File: src/rtl/chany_pipelined_track_bank.sv
// Y-direction routing channel: per-track bypass or 1-cycle retiming, configured over a serial chain.
// Optional build macro CHANY_CFG_PARITY_EN appends an even-parity bit to the config word.
module chany_pipelined_track_bank #(
  parameter int unsigned CHAN_WIDTH = 30,
  parameter int unsigned CNT_W      = 6
) (
  input  logic                  clk,
  input  logic                  Reset,
  input  logic [CHAN_WIDTH-1:0] chan_in,
  output logic [CHAN_WIDTH-1:0] chan_out,
  output logic [CHAN_WIDTH-1:0] mid_out,
  input  logic                  cfg_start,
  input  logic                  cfg_en,
  input  logic                  cfg_in,
  output logic                  cfg_out,
  output logic                  cfg_done,
  output logic                  cfg_err
);

`ifdef CHANY_CFG_PARITY_EN
  localparam int unsigned NB = CHAN_WIDTH + 1;
`else
  localparam int unsigned NB = CHAN_WIDTH;
`endif

  typedef enum logic [1:0] {IDLE, SHIFT, COMMIT} state_t;

  state_t                state, state_nxt;
  logic [CNT_W-1:0]      cnt, cnt_nxt;
  logic [NB-1:0]         shift_reg;
  logic [CHAN_WIDTH-1:0] pipe_q;
  logic [CHAN_WIDTH-1:0] active_cfg;
  logic [CHAN_WIDTH-1:0] word_cfg;
  logic                  word_ok;
  logic                  commit;

  always_ff @(posedge clk or negedge Reset) begin
    if (!Reset) pipe_q <= '0;
    else        pipe_q <= chan_in;
  end

  assign chan_out = (active_cfg & pipe_q) | (~active_cfg & chan_in);
  assign mid_out  = chan_out;

  // The chain shifts in every state so downstream tiles can be loaded while this one idles.
  always_ff @(posedge clk or negedge Reset) begin
    if (!Reset)      shift_reg <= '0;
    else if (cfg_en) shift_reg <= {shift_reg[NB-2:0], cfg_in};
  end

  assign cfg_out = shift_reg[NB-1];

`ifdef CHANY_CFG_PARITY_EN
  assign word_cfg = shift_reg[NB-1:1];
  assign word_ok  = ~^shift_reg;
`else
  assign word_cfg = shift_reg;
  assign word_ok  = 1'b1;
`endif

  always_ff @(posedge clk or negedge Reset) begin
    if (!Reset) begin
      state <= IDLE;
      cnt   <= '0;
    end else begin
      state <= state_nxt;
      cnt   <= cnt_nxt;
    end
  end

  always_comb begin
    state_nxt = state;
    cnt_nxt   = cnt;
    commit    = 1'b0;
    cfg_done  = 1'b0;
    case (state)
      IDLE: begin
        if (cfg_start) begin
          state_nxt = SHIFT;
          cnt_nxt   = '0;
        end
      end
      SHIFT: begin
        // A restart beats a coincident final shift, so that word never commits.
        if (cfg_start) begin
          cnt_nxt = '0;
        end else if (cfg_en) begin
          cnt_nxt = cnt + CNT_W'(1);
          if (cnt == CNT_W'(NB - 1)) state_nxt = COMMIT;
        end
      end
      COMMIT: begin
        commit    = word_ok;
        cfg_done  = word_ok;
        state_nxt = IDLE;
        if (cfg_start) begin
          state_nxt = SHIFT;
          cnt_nxt   = '0;
        end
      end
      default: state_nxt = IDLE;
    endcase
  end

  always_ff @(posedge clk or negedge Reset) begin
    if (!Reset)      active_cfg <= '0;
    else if (commit) active_cfg <= word_cfg;
  end

`ifdef CHANY_CFG_PARITY_EN
  logic err_q;
  always_ff @(posedge clk or negedge Reset) begin
    if (!Reset)                           err_q <= 1'b0;
    else if (cfg_start)                   err_q <= 1'b0;
    else if (state == COMMIT && !word_ok) err_q <= 1'b1;
  end
  assign cfg_err = err_q;
`else
  assign cfg_err = 1'b0;
`endif

endmodule
File: config.mk
export PLATFORM = sky130hd
export DESIGN_NAME = chany_pipelined_track_bank
export DESIGN_NICKNAME = d
export VERILOG_FILES = /design/src/rtl/chany_pipelined_track_bank.sv
export SDC_FILE = /design/constraint.sdc
export NUM_CORES = 1
export LEC_CHECK = 0
export ABC_AREA = 1
export CAP_MARGIN = 20
export CORE_ASPECT_RATIO = 2
export CORE_MARGIN = 5
export CORE_UTILIZATION = 43
export DETAILED_ROUTE_END_ITERATION = 6
export PLACE_DENSITY_LB_ADDON = 0.15
export SYNTH_ARGS = -nofsm -noshare
export SYNTH_HDL_FRONTEND = slang
export SYNTH_SLANG_ARGS = --single-unit
export TNS_END_PERCENT = 30
File: constraint.sdc
create_clock -name clk -period 1.18 [get_ports clk]
set_input_delay 0.177 -clock clk [delete_from_list [all_inputs] [get_ports clk]]
set_output_delay 0.177 -clock clk [all_outputs]
set_load 0.01 [all_outputs]
==> impl_metrics.tcl <==
set metrics [dict create \
    start_util 0.438 \
    syn-num-nets 419 \
    crit_type "register to primary output" \
    wl_per_cell_microns 13.1 \
    drive_gt1_frac 0.348 \
    netlist_top_cells_area "dfrtp_1 (60%), mux2_2 (8.2%), nand2_1 (7.1%), buf_4 (5.8%), o21ai_2 (4.5%)" \
    grt-ovfl-total 0 \
    syn_inst 382 \
    cp_slowest_cell "dfrtp_1" \
    final_max_slew_viol_count 0 \
    end_kind "primary output" \
    drc 0 \
    yosysMostFrequentCell "dfrtp_1" \
    yosys.area.top_type "dfrtp_1" \
    hold_viol 0 \
    row_count 50 \
    ff_latch_area_sq_um 2450 \
    clock-sinks 98 \
    area_delta_synth_final_pct 36.7 \
    switchingPower_w 0.00182 \
    dpl.hpwl_microns 5210 \
    cts.path.max_buffers 2 \
    power.share.switching 0.249 \
    avgSynthCellArea_sq_um 10.8 \
    combPwrFrac 0.128 \
    finalSetupViolCount 60 \
    synth_common_cells "dfrtp_1 (98), nand2_1 (78), inv_1 (45), buf_4 (32), o21ai_0 (31)" \
    finalCritPeriodShare 1.17 \
    core-area_sq_um 9380 \
    period_needed_ps 1380 \
    cp.required_ps 1000 \
    async_flop_share 1.00 \
    numCtsBuffers 9 \
    dr.pass1.iters 4 \
    nNetsFinal 512 \
    path_cells "mux2_4, buf_6" \
    cts-htree-levels 3 \
    pwr-share-clk 0.368 \
    max-vdd-ir-drop_v 0.000777 \
    critical-path-max-stage-delay_ps 410 \
    leakagePower_nw 2.71 \
    hp-class "input port to register" \
    status "finished with violations" \
    tns_ps -10500 \
    io_pins 98 \
    place.gp.congestion 0.757 \
    worst_ep_arrival_time_ps 1200 \
    ys_types 22 \
    chipHeight_microns 148 \
    grt_pass1_vias 2993 \
    die_x_microns 79.1 \
    max_freq_ghz 0.726 \
    rsz0062_at_grt "yes" \
    multiInputGateArea_sq_um 1280 \
    synthFlopType "dfrtp_1" \
    cts_tree "done" \
    cap_violations 0 \
    yosys_warnings 0 \
    grt_pass1_wl_microns 13200 \
    pwr-share-seq 0.504 \
    fill_cells 828 \
    dr.first_iter.drc_count 104 \
    drt-vias-per-instance 4.79 \
    power_density_nw_per_um2 1300 \
    cts_root_buf "clkbuf_16" \
    grt_max_degree 61 \
    synth_top_area_share 0.597 \
    drtAntennaViolNets 0 \
    track_usage 0.140 \
    clock_latency_ps 340 \
    syn_area_sq_um 4110 \
    worstPathMaxFanout 2 \
    synth_edf_count 0 \
    cp-start-kind "register" \
    violations "negative setup slack" \
    skew_ps 5.36 \
    path_clk_slew_ps 70 \
    crit_family "flip-flops" \
    die_area_sq_um 11700 \
    antenna_found_initial 0 \
    power_w 0.00732 \
    cp_num_buf_inv 1 \
    ys_seq_elements 98 \
    internal_power_w 0.00550 \
    antenna_cells 0 \
    port_buffers 96 \
    ys_seq_area_frac 0.597 \
    dr_total_vias 2795 \
    wirelength_microns 7650 \
    layout_setup_ws_ps -197 \
]
cell families after synthesis:
| kind of cell | count (synthesis) | synth area share |
|---|---|---|
| multiplexers | 30 | 0.0822 |
| AO/OA/AOI/OAI | 64 | 0.0974 |
| other | 1 | 0.000913 |
| buffers and inverters | 91 | 0.123 |
| AND/OR/NAND/NOR | 96 | 0.0932 |
| adder cells (fa/ha/maj) | 2 | 0.00609 |
| flip-flops | 98 | 0.597 |
layout make-up:
class / count / area share
clock buffer: 9 / 0.0401
timing repair buffer: 126 / 0.231
multi-input combinational: 193 / 0.228
inverter: 47 / 0.0319
tap: 104 / 0.0232
sequential: 98 / 0.437
clock inverter: 7 / 0.00936
power groups by stage:
stage	clock network, W	logic [W]	registers [W]
4_1_cts	0.00281	0.000861	0.00369
3_5_place_dp	0	0.000882	0.00375
2_1_floorplan	0	0.000452	0.00372
3_3_place_gp	0	0.000859	0.00374
6_report	0.00270	0.000934	0.00369
5_1_grt	0.00293	0.00105	0.00371
cell usage in the layout, fill, tap and decap left out, types with 3 or more instances in the layout:
master	netlist	routed
buf_12	0	5
buf_2	0	5
buf_4	32	24
buf_6	6	58
clkbuf_16	0	9
clkdlybuf4s50_1	0	32
dfrtp_1	98	98
inv_1	45	45
mux2_4	0	29
nand2_1	78	77
nand3_1	4	3
nor2_1	8	8
o21ai_0	31	31
o21ai_1	9	9
o21ai_2	21	21
worst reg2reg max path, cell delays in order (launching register included):
cell	delay, ps
dfrtp_1	410
inv_2	70
nor2_2	30
buf_4	130
inv_4	70
buf_12	190
nand2_1	90
o21ai_1	80
metal layers:
layer / wire length [microns] / track usage
met1: 3060 / 0.159
met4: 130 / 0.0620
met5: 0 / 0
met2: 4110 / 0.243
met3: 350 / 0.0376
stage by stage:
step	instances	utilization	setup slack, ps	hold WS (ps)	cell area [sq um]
after floorplan	382	-	117	-119	4110
after global placement	549	0.534	-395	78.5	5010
after detailed placement	549	0.534	-399	77.3	5010
after CTS	582	0.569	-227	159	5340
after global routing	584	0.599	-243	210	5620
final	584	0.599	-197	190	5620
final timing paths:
| check | startpoint | slack [ps] | to | cells after the start |
|---|---|---|---|---|
| worst max-delay path | active_cfg[28]$_DFFE_PN0N_ | -200 | chan_out[28] | 2 |
| worst min-delay path | cfg_en | 190 | state[1]$_DFFE_PN0P_ | 3 |
| worst max register to register | state[1]$_DFFE_PN0P_ | 40 | active_cfg[25]$_DFFE_PN0N_ | 7 |
| worst min register to register | shift_reg[2]$_DFFE_PN0P_ | 480 | shift_reg[3]$_DFFE_PN0P_ | 2 |
| max in group asynchronous | Reset | 420 | shift_reg[1]$_DFFE_PN0P_ | 3 |
| min in group asynchronous | Reset | 260 | pipe_q[16]$_DFF_PN0_ | 2 |
repair_timing:
action                                 CTS  global route
setup endpoints to repair               62            96
gates resized for setup                289            51
setup buffers                           16             2
pin swaps                                0             1
endpoints found under the hold margin   17             0
hold buffers                             1             0
Power figures use the tool's default switching activity.
